[config.mk]
export PLATFORM = sky130hd
export DESIGN_NAME = jk_cmd_driver
export DESIGN_NICKNAME = d
export VERILOG_FILES = /design/src/rtl/jk_cmd_driver.sv
export SDC_FILE = /design/constraint.sdc
export NUM_CORES = 1
export LEC_CHECK = 0
export ABC_AREA = 1
export CORE_UTILIZATION = 55
export DETAILED_ROUTE_END_ITERATION = 8
export HOLD_SLACK_MARGIN = 0.02
export PLACE_DENSITY = 0.75
export SYNTH_ARGS = -nofsm -noshare
export SYNTH_HDL_FRONTEND = slang
export SYNTH_SLANG_ARGS = --single-unit
[constraint.sdc]
create_clock -name clk -period 2.6 [get_ports clk]
set_input_delay 0.52 -clock clk [delete_from_list [all_inputs] [get_ports clk]]
set_output_delay 0.52 -clock clk [all_outputs]
set_load 0.02 [all_outputs]
[src/rtl/jk_cmd_driver.sv]
// jk_cmd_driver: FIFO-buffered hold/reset/set/toggle sequencer for a JK latch with synchronised readback.
// Define JK_CMD_CHECK_EN to build the expected-value compare that drives err.
module jk_cmd_driver #(
   parameter int DEPTH         = 4,
   parameter int EN_CYCLES     = 2,
   parameter int SETTLE_CYCLES = 1
) (
   input  logic       clk,
   input  logic       rst_n,
   input  logic       cmd_valid,
   output logic       cmd_ready,
   input  logic [1:0] cmd,
   output logic       latch_j,
   output logic       latch_k,
   output logic       latch_en,
   input  logic       latch_q,
   output logic       busy,
   output logic       done,
   output logic       done_q,
   output logic       err
);
   localparam int          AW          = $clog2(DEPTH);
   localparam int          SETTLE_TOT  = SETTLE_CYCLES + 2;
   localparam logic [AW:0] FULL_CNT    = DEPTH[AW:0];
   localparam logic [4:0]  EN_LOAD     = EN_CYCLES[4:0];
   localparam logic [4:0]  SETTLE_LOAD = SETTLE_TOT[4:0];

   typedef enum logic [1:0] {IDLE, DRIVE, SETTLE, CHECK} state_t;

   state_t      state;
   logic [4:0]  cnt;
   logic [1:0]  mem [DEPTH];
   logic [AW:0] wr_ptr;
   logic [AW:0] rd_ptr;
   logic [AW:0] wr_ptr_nxt;
   logic [AW:0] rd_ptr_nxt;
   logic        fifo_empty;
   logic        push;
   logic        pop;
   logic        settle_end;
   logic [1:0]  head;
   logic        q_meta_p0;
   logic        q_s_p1;

   assign fifo_empty = (wr_ptr == rd_ptr);
   assign push       = cmd_valid && cmd_ready;
   assign pop        = (state == IDLE) && !fifo_empty;
   assign settle_end = (state == SETTLE) && (cnt == 5'd1);
   assign head       = mem[rd_ptr[AW-1:0]];
   assign wr_ptr_nxt = wr_ptr + {{AW{1'b0}}, push};
   assign rd_ptr_nxt = rd_ptr + {{AW{1'b0}}, pop};
   assign busy       = (state != IDLE) || !fifo_empty;

   // FIFO pointers; cmd_ready is the registered not-full of the next occupancy
   always_ff @(posedge clk or negedge rst_n) begin
      if (!rst_n) begin
         wr_ptr    <= '0;
         rd_ptr    <= '0;
         cmd_ready <= 1'b0;
      end else begin
         wr_ptr    <= wr_ptr_nxt;
         rd_ptr    <= rd_ptr_nxt;
         cmd_ready <= (wr_ptr_nxt - rd_ptr_nxt) != FULL_CNT;
      end
   end

   always_ff @(posedge clk) begin
      if (push)
         mem[wr_ptr[AW-1:0]] <= cmd;
   end

   // stage p0/p1: two-flop synchroniser for the asynchronous latch output
   always_ff @(posedge clk or negedge rst_n) begin
      if (!rst_n) begin
         q_meta_p0 <= 1'b0;
         q_s_p1    <= 1'b0;
      end else begin
         q_meta_p0 <= latch_q;
         q_s_p1    <= q_meta_p0;
      end
   end

   always_ff @(posedge clk or negedge rst_n) begin
      if (!rst_n) begin
         state    <= IDLE;
         cnt      <= '0;
         latch_j  <= 1'b0;
         latch_k  <= 1'b0;
         latch_en <= 1'b0;
         done     <= 1'b0;
         done_q   <= 1'b0;
      end else begin
         done <= 1'b0;
         case (state)
            IDLE: begin
               if (pop) begin
                  state    <= DRIVE;
                  latch_j  <= head[1];
                  latch_k  <= head[0];
                  latch_en <= 1'b1;
                  // toggle gets a single-clock pulse so the latch cannot oscillate
                  cnt      <= (head == 2'b11) ? 5'd1 : EN_LOAD;
               end
            end
            DRIVE: begin
               if (cnt == 5'd1) begin
                  state    <= SETTLE;
                  latch_en <= 1'b0;
                  cnt      <= SETTLE_LOAD;
               end else begin
                  cnt <= cnt - 5'd1;
               end
            end
            SETTLE: begin
               if (settle_end) begin
                  state   <= CHECK;
                  done    <= 1'b1;
                  done_q  <= q_s_p1;
                  latch_j <= 1'b0;
                  latch_k <= 1'b0;
               end else begin
                  cnt <= cnt - 5'd1;
               end
            end
            CHECK:   state <= IDLE;
            default: state <= IDLE;
         endcase
      end
   end

`ifdef JK_CMD_CHECK_EN
   logic q_start;
   logic err_r;

   function automatic logic expected_q(input logic [1:0] op, input logic q0);
      case (op)
         2'b01:   expected_q = 1'b0;
         2'b10:   expected_q = 1'b1;
         2'b11:   expected_q = ~q0;
         default: expected_q = q0;
      endcase
   endfunction

   // j/k still hold the command on the edge that enters CHECK
   always_ff @(posedge clk or negedge rst_n) begin
      if (!rst_n) begin
         q_start <= 1'b0;
         err_r   <= 1'b0;
      end else begin
         err_r <= 1'b0;
         if (pop)
            q_start <= q_s_p1;
         if (settle_end)
            err_r <= (q_s_p1 != expected_q({latch_j, latch_k}, q_start));
      end
   end

   assign err = err_r;
`else
   assign err = 1'b0;
`endif

endmodule

======== Word-level counts from Yosys, hierarchy flattened ========
Memory sizes are Yosys's and may differ from the RTL's.
Cells that the tools add are included.
word-level totals
  memories kept ........................... 1
  memory bits (writable) .................. 8
  register bits after elaboration ......... 21
  logic and storage cells ................. 64
  bits of input ports ..................... 6
  output and inout bits ................... 8
cells by class
  add/sub/neg operators ................... 4
  equality and inequality tests ........... 11
  reduce and logical (&&, ||, !) cells .... 15
  mux-type cells .......................... 21
memory list
  name  depth  bits a word  read ports  clocked after memory_dff  write ports  line  source
  mem   4      2            1           0                         1            32    logic [1:0] mem [DEPTH];
operators with widths
  operator                                                            number
  5-bit two-way mux                                                   3
  5-bit case mux with 3 select lines                                  1
  3-bit AND reduction                                                 4
  1-bit two-way mux                                                   9
  2-bit two-way mux                                                   4
  2-bit inequality test, second input constant                        4
  2-bit case mux with 4 select lines                                  1
  3-bit by 1-bit adder with 3-bit output                              2
  2-bit == test, second input constant                                3
  1-bit case mux with 2 select lines                                  3
  2-bit nonzero test                                                  3
  5-bit by 1-bit == test with 1-bit output, second input constant     1
  5-bit by 1-bit subtractor with 5-bit output, second input constant  1
  3-bit == test                                                       1
  1-bit logical AND                                                   3
  3-bit inequality test, second input constant                        1
  3-bit nonzero test                                                  1
  3-bit subtractor                                                    1
  2-bit by 1-bit == test with 1-bit output, second input constant     1
  2-bit zero test                                                     1
  2-bit AND reduction                                                 1
  1-bit zero test                                                     1
  1-bit logical OR                                                    1

======== Depth between registers and ports, before layout ========
Gate-level depths: netlist of the first run.
  depth after elaboration ................. 6
  mapped depth ............................ 12
  mapped depth without buffers ............ 12

======== Worst setup path before layout of the first run ========
No wires, ideal clock.
  path kind ............................... reg2reg
  start point ............................. register state[0]
  end point ............................... register cmd_ready
  stages on the path, launching flop included .. 13
  arrival time ............................ 1883 ps
  setup slack ............................. 590 ps
  cells stage by stage .................... dfrtp_1 inv_1 ha_1 inv_1 a31oi_1 ha_1 ha_1 inv_1 ha_1 a21oi_1 inv_1 nand2_1 nand3b_1
between the ends
  cells in the longest elaborated chain, start to end .. 5
RTL lines
  element                                 line  source
  start: declaration                      30    state_t state;
  start signal: assignment                85    state <= IDLE;
  start signal: assignment                97    state <= DRIVE;
  start signal: assignment                107   state <= SETTLE;
  2-bit zero test                         47    assign pop = (state == IDLE) && !fifo_empty;
  1-bit logical AND                       47
  3-bit by 1-bit adder with 3-bit output  51    assign rd_ptr_nxt = rd_ptr + {{AW{1'b0}}, pop};
  via rd_ptr_nxt[1]                       36    logic [AW:0] rd_ptr_nxt;
  3-bit subtractor                        63    cmd_ready <= (wr_ptr_nxt - rd_ptr_nxt) != FULL_CNT;
  3-bit inequality test                   63
  end signal: assignment                  59    cmd_ready <= 1'b0;
  end signal: assignment                  63
  end: declaration                        11    output logic cmd_ready,
The timed path passes the listed nets, and every way through them passes these cells.
A chain may end at the register's enable or synchronous reset.

======== Worst setup path in the final report of the first run ========
  start point ............................. register state[0]
  end point ............................... output busy
between the ends
  cells in the longest elaborated chain, start to end .. 2
RTL lines
  element             line  source
  2-bit nonzero test  52    assign busy = (state != IDLE) || !fifo_empty;
  1-bit logical OR    52
  end: declaration    17    output logic busy,
Every way passes these cells.

==> results of run 1 <==
-- worst max-delay path, stage by stage (launching register included) --
cell and delay [ps]:
dfrtp_1 420, inv_1 120, ha_1 210, nand4_2 200, clkdlybuf4s50_1 600
-- cells in the mapped netlist --
cell type,number
nand2_4,1
dfrtp_1,21
inv_1,24
buf_4,1
nor2_2,1
nor2_1,5
buf_2,1
o21ai_0,8
nand2_1,56
conb_1,1
a21oi_1,2
a31oi_1,1
nand4_2,1
nand3_1,13
nand3_2,1
xor2_1,5
o211ai_1,1
nor3_1,4
inv_2,1
edfxtp_1,8
ha_1,13
o21bai_1,1
nand3b_1,1
nand4_1,2
xnor2_1,2
-- cell type report --
type / instances / share of cell area, %
clock buffers: 6 / 2.361
clock inverters: 2 / 0.5722
inverters: 25 / 5.365
multi-input cells: 119 / 38.48
flip-flops and latches: 29 / 43.78
well taps: 30 / 2.146
repair buffers: 13 / 7.296
-- layer usage --
| metal | part of all wire (%) | vias to the layer above | track usage, % |
|---|---|---|---|
| li1 | - | 595 | - |
| met1 | 46 | 554 | 29.20 |
| met2 | 49 | 21 | 37.55 |
| met3 | 3.7 | 6 | 6.831 |
| met4 | 1.6 | 0 | 13.33 |
| met5 | 0 | - | 0 |
-- worst max path at each step --
stage	endpoint	depth (start not counted)	slack [ps]
floorplan	cmd_ready	12	590
global placement	cmd_ready	10	260
detailed placement	cmd_ready	10	210
CTS	busy	4	180
global route	busy	4	90
finish	busy	4	210
-- state kept, by name, summed over array words and instances, names as in the netlist --
| name | flops |
|---|---|
| state | 2 |
| latch_k | 1 |
| latch_en | 1 |
| latch_j | 1 |
| mem | 8 |
| cnt | 5 |
| done_q | 1 |
| rd_ptr | 3 |
| q_s_p1 | 1 |
| wr_ptr | 3 |
| q_meta_p0 | 1 |
| cmd_ready | 1 |
| done | 1 |
-- logic make-up after synthesis --
family | count (synthesis) | share of synthesized area (%)
XOR/XNOR | 7 | 3.968
adder cells (fa/ha/maj) | 13 | 10.53
buffers and inverters | 27 | 6.882
AO/OA/AOI/OAI | 13 | 4.616
flip-flops | 29 | 49.55
AND/OR/NAND/NOR | 85 | 24.21
other | 1 | 0.2427
-- metrics by stage --
stage,worst slack [ps],area [sq um],std cells,util [%],power (mW)
after floorplan,589.8,1545,175,-,1.758
after global placement,259.5,1698,216,66.13,2.030
after detailed placement,209.4,1698,216,66.13,2.100
after CTS,181.3,1749,224,68.13,2.377
after global routing,92.30,1749,224,68.13,2.604
final,206.1,1749,224,68.13,2.355
-- power by group through the flow --
stage	sequential, mW	combinational [mW]	clock [mW]
5_1_grt	0.804	1.51	0.287
3_5_place_dp	0.792	1.31	0
6_report	0.786	1.30	0.264
2_1_floorplan	0.802	0.956	0
4_1_cts	0.783	1.32	0.274
3_3_place_gp	0.779	1.25	0
==> impl_summary.md, run 1 <==
Outcome
The flow ran to the end, and the final reports show no timing, DRC or antenna violations.

Global route
The via count of the first global-routing pass is between 1,000 and 1,500. The maximum number of pins on one net before global-route repair is 22. Summed over all layers, the global routing overflow is 0.

The initial antenna violation count is 0. For this run, the total global-route usage over all layers was measured as 23.84%. The first-pass GRT wire length is approximately 4.8 mm.

Timing
The clock arrives with roughly 16 ps of skew. The final cycle utilization of the critical path is 92.07%. The achievable frequency is between 400 and 500 MHz. The number of max-slew violations in the final report is 0.

On the final layout, the worst hold slack is 367.4 ps. Setup repair after global routing left no endpoint under its margin. For the finished layout, the period the worst path requires is between 2000 and 2500 ps. The final sum of negative setup slack is 0 ps. The number of setup violations in the final report is 0. The number of hold-slack violations in the final timing report was 0.

Critical path
The startpoint identified for the worst register-to-register timing path is state[0]. Counting cells, the worst reg-to-reg path comes to 12. The capture instance of the worst register-to-register path is cmd_ready.

In this run the worst path has a maximum fanout of 5. The kind of capture point of the worst setup path is an output pin. Data on the critical path arrives at its endpoint at ~1900 ps. The critical path in this run is classified as flop to output pin. STA puts the critical path data required time at between 2000 and 2500 ps. The launching element of the worst setup path is state[0]. The worst setup slack for register-to-register paths is 390 ps. The worst setup path is launched from a flop.

Floorplan
From left edge to right edge, the die measures 55.01 um. For this design the top-level I/O count stands at 14. The area of the core is between 2000 and 3000 sq um. The die area is 3026 sq um. From bottom edge to top edge, the die measures 55.01 um.

The starting utilization of the core area is around 60%. The number of placement rows is 18.

Clock network
The maximum clock path buffer count is 2. The H-tree level count is 2. The clock tree from TritonCTS is built. The clock reaches the later pin of the worst-skew pair after 340 ps. After clock tree synthesis, the flow added hold-fix buffers numbering 0. Clock tree synthesis inserted a total of 5 buffers. The cell sitting at the root of the clock tree is a clkbuf_4.

The number of post-CTS setup repair buffers is 0. Once the clock tree was built, the resizer swapped 0 gates to a different size. Clock-pin slew was measured on the worst setup and hold paths at ~90 ps. For this design, the sink count on the clock tree is 29.

Min path
The min-delay analysis places its worst path in the category flop to flop. The worst hold path passes through 0 cells. The terminating pin of the worst hold path is q_s_p1. The startpoint identified for the worst hold timing path is q_meta_p0.

Synthesis
Dividing the synthesized area by the synthesized cell count gives 8.830 sq um. The sequential cell area fraction in the yosys report is around half. In this run, synthesis produced a sequential element count of 29. The count of unique library cells instantiated by Yosys is 25. By area the synthesized netlist is led by dfrtp_1 34%, edfxtp_1 16%, nand2_1 14%, ha_1 11%, inv_1 5.8%.

For this run, the number of Yosys warnings is 0. The biggest area contributor in the post-synthesis netlist is dfrtp_1. Counting every net in the synthesized netlist gives just under 200. Summing every instance area after synthesis gives approximately 1500 sq um. The number of instances in the synthesized netlist is between 150 and 200. The top-area cell type share of the netlist area is about a third.

Finish
Counting the fill cells in the layout gives 214. The antenna diode count is 0. In the final layout, the share of cells above drive strength 1 is under 10%.

The combined area of the multi-input logic cells is roughly 670 sq um. Leaving out fill and tap cells, the most frequent cell in the layout is nand2_1. After the last flow step, the layout net total stands at 212.

The total area of sequential cells is between 700 and 800 sq um. The area added between synthesis and finish is 13.20%. The library cells used most frequently in the layout, excluding fill and tap cells, are 56 x nand2_1, 24 x inv_1, 21 x dfrtp_1.

Detailed routing
The first routing iteration left 21 violations. The routed wirelength normalized by instance count is approximately 13 um. The first detailed-routing pass ran for 4 iterations. The post-route antenna net violation count is 0. Using the TritonRoute via totals, the vias-per-cell ratio works out to around 5.3.

The final route contains between 1,000 and 1,500 vias. For this block, the routed nets add up to between 2 and 3 mm of wire. In the routed design, unresolved DRC markers number 0.

Pwr
The static leakage power is between 0.9 and 1 nW. The net switching power figure is about 1.1 mW. VDD sags by at most 0.9050 mV. The fraction of power consumed by sequential logic is about a third. The cell area power density is around 1300 nW/um^2. Cell internal power was estimated by the tool at about 1.3 mW. The clock share of power is approximately 11%. Of the total power, the share spent switching nets is a little under half.

Of the total power, combinational logic draws a little under three fifths.

Place
The congestion estimate from routability-driven global placement came to 0.7835. Buffers placed on the I/O ports in this run total 12. The HPWL after detailed placement is around 2.2 mm.

Job
Across the run, the number of max-cap violations was 0.
Power figures use the tool's default switching activity.
==> run 2, diff against run 1 <==
--- a/config.mk
+++ b/config.mk
@@ -10,6 +10,7 @@
 export DETAILED_ROUTE_END_ITERATION = 8
 export HOLD_SLACK_MARGIN = 0.02
 export PLACE_DENSITY = 0.75
+export REMOVE_ABC_BUFFERS = 1
 export SYNTH_ARGS = -nofsm -noshare
 export SYNTH_HDL_FRONTEND = slang
 export SYNTH_SLANG_ARGS = --single-unit
==> impl_summary.md, run 2 (synthesis results as in run 1) <==
Floorplan
The core region is between 2000 and 3000 sq um. The die width is ~55 um. In this run the vertical extent of the chip is 55.01 um. The I/O pin total is 14. The die area is roughly 3000 sq um. The starting utilization of the core area is between 60% and 70%. The number of placement rows is 18.

Critical path
The critical path goes through inv_1, ha_1, nand4_2, clkdlybuf4s50_1. The maximum net fanout on the critical path is 5. The startpoint identified for the worst register-to-register timing path is state[0]. The slowest stage of the critical path belongs to the cell clkdlybuf4s50_1. The category of the worst setup path launch point is a flop. The worst setup path is captured at an output pin.

Data arrives at the worst endpoint at roughly 1900 ps. The critical path starts at state[0]. For flop-to-flop paths, the worst setup slack is 420 ps.

In this run the critical register-to-register path is captured at cmd_ready. The worst reg-to-reg path cell count is 12. On the worst path, the slowest cell contributes a delay of roughly 600 ps. For the worst setup path, the data required time is roughly 2100 ps. The start-to-end type of the worst setup path is flop to output pin.

Timing
The number of hold-slack violations in the final timing report is 0. Setup repair after global routing left no endpoint under its margin. The number of max-slew violations in the final report is 0. The achievable frequency is approximately 420 MHz. The number of setup violations in the final report is 0. The worst setup slack after layout is approximately 200 ps. The final sum of negative setup slack is 0 ps.

In the finished design, the share of the clock period the worst path needs comes to slightly above 90%. The minimum clock period is 2403 ps. The worst setup skew after layout is between 8 and 9 ps.

Clock network
The H-tree level count is 2. Clock-pin slew was measured on the worst setup and hold paths at 90 ps. After clock tree synthesis, the setup repair step added 0 buffers. The number of sinks driven by the clock tree is 29.

The tree is rooted in a clkbuf_4. The source-to-sink clock delay at the later pin of the worst-skew pair is 330 ps. After clock tree synthesis, the flow added hold-fix buffers numbering 0. The number of gates given a new drive strength after cts is 0. The longest clock path from root to sink contains 2 buffers.

Clock tree synthesis inserted a total of 5 buffers. TritonCTS built the clock tree.

Detailed routing
After the first detailed-routing iteration, the DRC count stood at 26. For this block, the routed nets add up to ~2.7 mm of wire. The first-pass iteration count of the detailed router is 4. The routed wirelength normalized by instance count is between 10 and 15 um. After detailed routing, the number of remaining DRC violations is 0. The post-route antenna net violation count is 0. The total vias in the final route is ~1,100. The average vias per placed instance is 5.129.

Finish
Registers take ~770 sq um. In the layout the commonest cells are 56 x nand2_1, 24 x inv_1, 21 x dfrtp_1. The area added between synthesis and finish is 13.12%. The most common library cell in the layout ignoring fill and taps is nand2_1. The count of cells in the finished layout, fillers not included, comes to about 220.

0 antenna diodes ended up in the layout. The register with the most flip-flops in the layout has 8 of them. After filler insertion, the fill cell instance count of the layout stands at between 200 and 250.

The combined area of the multi-input logic cells is 673.1 sq um. The layout cell share with drive strength beyond 1 is between 6 and 7%. The number of nets in the layout is 212.

Place
After detailed placement, the design holds a cell count of about 220. The congestion estimate from routability-driven global placement came to around 0.80. Prior to clock tree synthesis, the placed netlist has a worst setup slack of between 150 and 200 ps. The count of buffers inserted at the top-level ports is 12.

The HPWL after detailed placement is between 2 and 2.5 mm.

Min path
The worst hold path begins at q_meta_p0. The worst hold path belongs to the class flop to flop. The cell depth of the worst min-delay path is 0. The path with the worst hold slack has its endpoint at q_s_p1.

Job
Across the run, the number of max-cap violations was 0.

Global route
The first global-routing pass estimated ~4.3 mm of wire. The total global routing overflow is 0. The initial antenna violation count came to 0.

Entering global routing, the biggest net connects 22 pins. The via count of the first global-routing pass is around 1,000. The total global-route track usage is between 20% and 30%.

Pwr
After layout, the design draws a total of 2.350 mW. Across the VDD grid, the largest voltage drop is 0.7783 mV. In this run the static leakage power is 0.9028 nW.

Power spread over the standard cell area amounts to ~1300 nW/um^2.

Outcome
The flow ran to the end, and the final reports show no timing, DRC or antenna violations.
run 2: cell count changes in the layout (fill, tap and decap cells not counted):
| cell | before | now |
|---|---|---|
| clkbuf_1 | 1 | 2 |
| clkinv_2 | 2 | 1 |
run 2: layout make-up:
type | instances | area share [%]
clock buffers | 7 | 2.577
clock inverters | 1 | 0.2863
inverters | 25 | 5.369
multi-input cells | 119 | 38.51
flip-flops and latches | 29 | 43.81
well taps | 30 | 2.147
repair buffers | 13 | 7.301
run 2: worst max-delay path by stage:
stage / to / slack, ps
global placement: cmd_ready / 260
floorplan: cmd_ready / 590
CTS: busy / 170
finish: busy / 200
detailed placement: cmd_ready / 170
global route: busy / 70
run 2: worst max-delay path: cells and delay by family, from the launching register on:
family	cells	cell delay (ps)
fa+ha+maj	1	210
buf+inv	2	720
flops	1	420
simple gates	1	220
run 2: metal layers:
layer,track usage (%),wire [um],vias up,part of all wire (%)
met2,33.33,1287,24,48
met3,7.650,122,5,4.5
met4,8.750,45,0,1.7
met1,26.57,1245,527,46
met5,0,0,-,0
li1,-,-,593,-
run 2: metrics by stage:
| step | area (sq um) | hold WS [ps] | utilization, % |
|---|---|---|---|
| global route | 1748 | 386.7 | 68.08 |
| detailed placement | 1698 | 338.8 | 66.13 |
| finish | 1748 | 383.1 | 68.08 |
| CTS | 1748 | 380.0 | 68.08 |
| floorplan | 1533 | 224.4 | - |
| global placement | 1698 | 341.4 | 66.13 |
run 2: where the power goes:
group | internal, mW | switching [mW] | total (mW)
Clock | 0.105 | 0.152 | 0.257
Sequential | 0.642 | 0.137 | 0.779
Combinational | 0.520 | 0.793 | 1.31
==> run 3, diff against run 2 <==
--- a/config.mk
+++ b/config.mk
@@ -6,6 +6,7 @@
 export NUM_CORES = 1
 export LEC_CHECK = 0
 export ABC_AREA = 1
+export CORE_MARGIN = 4
 export CORE_UTILIZATION = 55
 export DETAILED_ROUTE_END_ITERATION = 8
 export HOLD_SLACK_MARGIN = 0.02
==> impl_summary.md, run 3 (synthesis results as in run 1) <==
Outcome
The run finished with clean final reports.

Pwr
The fraction of power consumed by sequential logic is about a third. The total power is 2.380 mW. The internal power is roughly 1.3 mW. Power spread over the standard cell area amounts to 1355 nW/um^2. The net switching power figure is between 1 and 1.5 mW. Summed over all cells, the static leakage comes to slightly above 0.9 nW. The clock share of power is 11.8%. The switching fraction of total power is a little under half. Per report_power, the combinational group accounts for 55.4% of the total.

VDD sags by at most between 0.9 and 1 mV.

Global route
The initial antenna violation count is 0. The total global routing overflow is 0. The maximum number of pins on one net before global-route repair is 22. The total global-route track usage is 17.66%. The first global-routing pass estimated approximately 4.7 mm of wire. The via count of the first global-routing pass is 1,071.

Critical path
The most critical setup path has its endpoint at busy. Traced cell by cell, the critical path runs through xnor2_1, nand4_2, clkdlybuf4s50_1. The slowest stage of the critical path belongs to the cell clkdlybuf4s50_1. STA classifies the critical path endpoint as an output pin. The critical path in this run is classified as flop to output pin. STA classifies the critical path startpoint as a flop. The startpoint identified for the worst register-to-register timing path is state[0]. The critical path data required time is 2080 ps. Measured in cells, the most critical reg-to-reg path has a length of 12. Across all register-to-register paths, the minimum setup slack is roughly 400 ps. The launching element of the worst setup path is rd_ptr[0]. The capture instance of the worst register-to-register path is cmd_ready. The largest stage delay on the critical path is ~600 ps. In this run the worst path has a maximum fanout of 7. The data arrival time of the critical path is between 1500 and 2000 ps.

Detailed routing
Using the TritonRoute via totals, the vias-per-cell ratio works out to about 5.2. The wire length after detailed routing is ~2.7 mm. The first-pass iteration count of the detailed router is 4.

In this run the remaining antenna-violating nets after routing total 0. After detailed routing, the average wire length per cell comes to ~12 um. After the first detailed-routing iteration, the DRC count stood at 68. The total vias in the final route is between 1,000 and 1,500. The remaining design rule violation count is 0.

Floorplan
The die width is around 61 um. The die height is 61.01 um. In this run the core area contains 18 standard-cell rows. The I/O pin total is 14. The floorplan step defined a die boundary enclosing around 3700 sq um.

The starting utilization of the core area is around three fifths. The area of the core is 2567 sq um.

Finish
In the layout the commonest cells are 56 x nand2_1, 24 x inv_1, 21 x dfrtp_1. The number of nets in the layout is approximately 210. The finished cells cover between 1500 and 2000 sq um.

The layout cell share with drive strength beyond 1 is 6.186%. The repair_antennas step left the layout with diodes totalling 0. The most common library cell in the layout ignoring fill and taps is nand2_1. The area added between synthesis and finish is 13.68%. At the end of the flow the core is filled with cells to approximately 68%. The flip-flop count of the largest register after layout is 8.

Place
The count of buffers inserted at the top-level ports is 12. The congestion estimate from routability-driven global placement came to 0.7973. The wire-length estimate of the detail-placed layout is 2.052 mm. Once placement finished, the instance area stood at ~1700 sq um.

Clock network
After clock tree synthesis, the clock-pin slew on the worst setup and hold paths is roughly 100 ps. Once the clock tree was built, the setup fixing pass inserted 0 buffers. Once the clock tree was built, the resizer swapped 0 gates to a different size. The count of hold-fix buffers inserted at cts is 0. The maximum clock path buffer count is 2. The tree is rooted in a clkbuf_4. TritonCTS built the clock tree.

Clock tree synthesis found a total of 29 sinks. The source-to-sink clock delay at the later pin of the worst-skew pair is between 300 and 400 ps. Buffers inserted during clock tree synthesis total 5. The H-tree level count is 2.

Timing
The final cycle utilization of the critical path is slightly above 90%. Setup violations remaining at the end of the flow were counted as 0. The number of hold-slack violations in the final timing report was 0. The clock arrives with about 15 ps of skew.

For the final routed database, the setup TNS stands at 0 ps. The smallest clock period supported by the final layout is computed as about 2400 ps. The achievable frequency is 417.0 MHz. The number of max-slew violations in the final report was 0.

Across all hold checks on the routed design, the worst slack comes to around 360 ps. Setup repair after global routing left no endpoint under its margin.

Min path
The cell depth of the worst min-delay path is 0. The worst hold path begins at q_meta_p0. The tightest min-delay check is of the flop to flop type.

Job
The number of maximum-capacitance violations is 0.
-- run 3: changes by cell type in the layout (fill, tap and decap cells not counted), sizes merged --
cell / before / now
clkinv: 1 / 0
clkbuf: 7 / 8
-- run 3: through the flow --
| stage | worst slack (ps) | cells |
|---|---|---|
| floorplan | 589.8 | 173 |
| global placement | 258.8 | 216 |
| detailed placement | 144.7 | 216 |
| CTS | 173.1 | 224 |
| global route | 54.74 | 224 |
| finish | 202.0 | 224 |
-- run 3: per-layer routing --
| metal | wire length (um) | part of all wire (%) | vias to the layer above | track usage [%] |
|---|---|---|---|---|
| li1 | - | - | 600 | - |
| met1 | 1274 | 47 | 536 | 22.40 |
| met2 | 1248 | 46 | 27 | 27.33 |
| met3 | 138 | 5.1 | 6 | 4.468 |
| met4 | 54 | 2.0 | 0 | 10.22 |
| met5 | 0 | 0 | - | 0 |
-- run 3: worst min-delay path by stage --
stage	endpoint	slack, ps
global placement	q_s_p1	340
detailed placement	q_s_p1	340
finish	q_s_p1	360
floorplan	cmd_ready	220
global route	q_s_p1	380
CTS	q_s_p1	360
-- run 3: power groups by stage --
stage	clock (mW)	sequential [mW]	combinational [mW]
after CTS	0.289	0.781	1.33
after detailed placement	0	0.788	1.32
final	0.280	0.781	1.32
after global placement	0	0.781	1.25
after floorplan	0	0.802	0.952
after global routing	0.315	0.805	1.51
-- run 3: cell type report --
class	count	area, sq um
clock buffer	8	58.81
timing repair buffer	13	127.6
multi-input combinational	119	673.1
tap	30	37.54
inverter	25	93.84
sequential	29	765.7
fill	224	810.8
-- run 3: critical path: cells and delay by family (launching register included) --
family,cells,cell delay [ps]
XOR/XNOR,1,270
flip-flops,1,470
buffers and inverters,1,600
AND/OR/NAND/NOR,1,210
==> RTL edit (config.mk and constraints of run 1) <==
Encoding of `state_t`: now Gray code (2 bits for 4 states).
--- a/src/rtl/jk_cmd_driver.sv
+++ b/src/rtl/jk_cmd_driver.sv
@@ -25,7 +25,7 @@
    localparam logic [4:0]  EN_LOAD     = EN_CYCLES[4:0];
    localparam logic [4:0]  SETTLE_LOAD = SETTLE_TOT[4:0];
 
-   typedef enum logic [1:0] {IDLE, DRIVE, SETTLE, CHECK} state_t;
+   typedef enum logic [1:0] {IDLE = 2'b00, DRIVE = 2'b01, SETTLE = 2'b11, CHECK = 2'b10} state_t;
 
    state_t      state;
    logic [4:0]  cnt;
Formal check against the unedited RTL: no difference found for any inputs over 10 cycles, from zero or initial values and one cycle with rst_n low; not proved beyond that.
==> RTL edit against run 1 <==
Combinational power shrank 22%; synthesized area shrank 5.1%; power shrank 12%; sequential cell count is the same; clock power shrank 3%; die area shrank 4.9%; clock skew shrank 0.0084 ns; worst setup slack gained 0.023 ns; design area shrank 4.2%; wire length shrank 14%; first-iteration DRC count shrank 4.8%.
==> RTL edit: results (changes against run 1) <==
| Metric | Value |
|---|---|
| DR WL met3 | `99 microns (was 108 microns)` |
| Wl on met1 | `1.18 mm (was 1.32 mm)` |
| Overall routed net length | `2.49 mm (was 2.89 mm)` |
| Hpwl dp | `1.87 mm (was 2.16 mm)` |
| Peak VDD IR | `1.04 mV (was 0.905 mV)` |
| Mapped Avg Cell Area | `8.78 sq um (was 8.83 sq um)` |
| Synth Area in XOR/XNOR | `5.20% (was 3.97%)` |
| Top_reg_cell synth | `dfrtp_1 (unchanged)` |
| GRT Resource Usage Total | `20.6% (was 23.8%)` |
| Synth top area share | `35.8% (was 34.0%)` |
| Netlist cell types | `22 (was 25)` |
| Initial DRC Count | `20 (was 21)` |
| Vias in the first global route | `941 (was 1,096)` |
| Post-Place Setup Slack | `0.164 ns (was 0.209 ns)` |
| Share of layout cells above drive strength 1 | `9.09% (was 6.70%)` |
| Mapped Nets | `181 (was 194)` |
| Final nets | `200 (was 212)` |
| Ranking of synthesized cells by area | `dfrtp_1 36%, edfxtp_1 16%, nand2_1 14% (was dfrtp_1 34%, edfxtp_1 16%, nand2_1 14%)` |
| Critical path arrival | `2.59 ns (was 1.87 ns)` |
| Placed Instances | `209 (was 216)` |
| Clock Skew | `0.00712 ns (was 0.0155 ns)` |
| First-pass GRT wire length | `4.00 mm (was 4.76 mm)` |
| Internal power | `1.16 mW (was 1.26 mW)` |
| WL/cell | `11.5 microns (was 12.9 microns)` |
| Max Fanout on Critical Path | `7 (was 5)` |
| Final GP Congestion | `0.745 (was 0.784)` |
| Area share of fa/ha/maj cells after synthesis | `6.83% (was 10.5%)` |
| Top cells by count, synth | `56 x nand2_1, 30 x inv_1, 21 x dfrtp_1 (was 56 x nand2_1, 24 x inv_1, 21 x dfrtp_1)` |
| WL met2 | `1.18 mm (was 1.41 mm)` |
| Outcome | `finished clean (unchanged)` |
| Fillers | `194 (was 214)` |
| YS warnings | `0 (unchanged)` |
| Compound-Gate Fraction of Synth Area | `1.71% (was 4.62%)` |
| DP Area | `1620 sq um (was 1700 sq um)` |
| Vias/cell | `4.83 (was 5.25)` |
| Leakage power | `0.901 nW (was 0.905 nW)` |
| Register area share after synthesis | `52.2% (was 49.6%)` |
RTL edit: stage by stage:
stage	utilization [%]	hold slack, ns
4_1_cts	67.0	0.361
6_report	67.0	0.357
3_3_place_gp	65.0	0.334
5_1_grt	67.0	0.372
3_5_place_dp	65.0	0.340
2_1_floorplan	-	0.224
RTL edit: worst max-delay path, cell delays in order, from the launching register on:
cell and delay [ns]:
dfrtp_1 0.46, xnor2_1 0.27, nand3_1 0.11, nand2_1 0.15, inv_2 0.06, ha_1 0.18, ha_1 0.29, inv_1 0.06
ha_1 0.29, a21oi_1 0.20, inv_1 0.06, nand2_1 0.07, nand3_1 0.07
RTL edit: cell type report:
cell class,count,area share (%)
clock inverters,2,0.597
multi-input cells,105,34.1
inverters,32,7.32
well taps,30,2.24
repair buffers,13,7.62
clock buffers,6,2.46
flip-flops and latches,29,45.7
RTL edit: power groups by stage:
stage	Combinational (mW)	Clock, mW	Sequential, mW
2_1_floorplan	0.742	0	0.816
3_3_place_gp	0.988	0	0.797
3_5_place_dp	1.03	0	0.804
4_1_cts	1.03	0.264	0.795
5_1_grt	1.18	0.281	0.815
6_report	1.02	0.256	0.794
RTL edit: final timing paths:
path,slack [ns],depth (start not counted),endpoint,start
worst max-delay path,0.23,12,cmd_ready,rd_ptr[0]
worst min-delay path,0.36,0,q_s_p1,q_meta_p0
worst max register to register,0.23,12,cmd_ready,rd_ptr[0]
worst min register to register,0.36,0,q_s_p1,q_meta_p0
max in group asynchronous,1.85,2,cnt[2],rst_n
min in group asynchronous,0.53,2,state[1],rst_n
RTL edit: per-layer routing:
| layer | track usage, % | vias to the layer above |
|---|---|---|
| li1 | - | 551 |
| met1 | 24.3 | 479 |
| met2 | 34.0 | 16 |
| met3 | 7.63 | 2 |
| met4 | 7.89 | 0 |
| met5 | 0 | - |
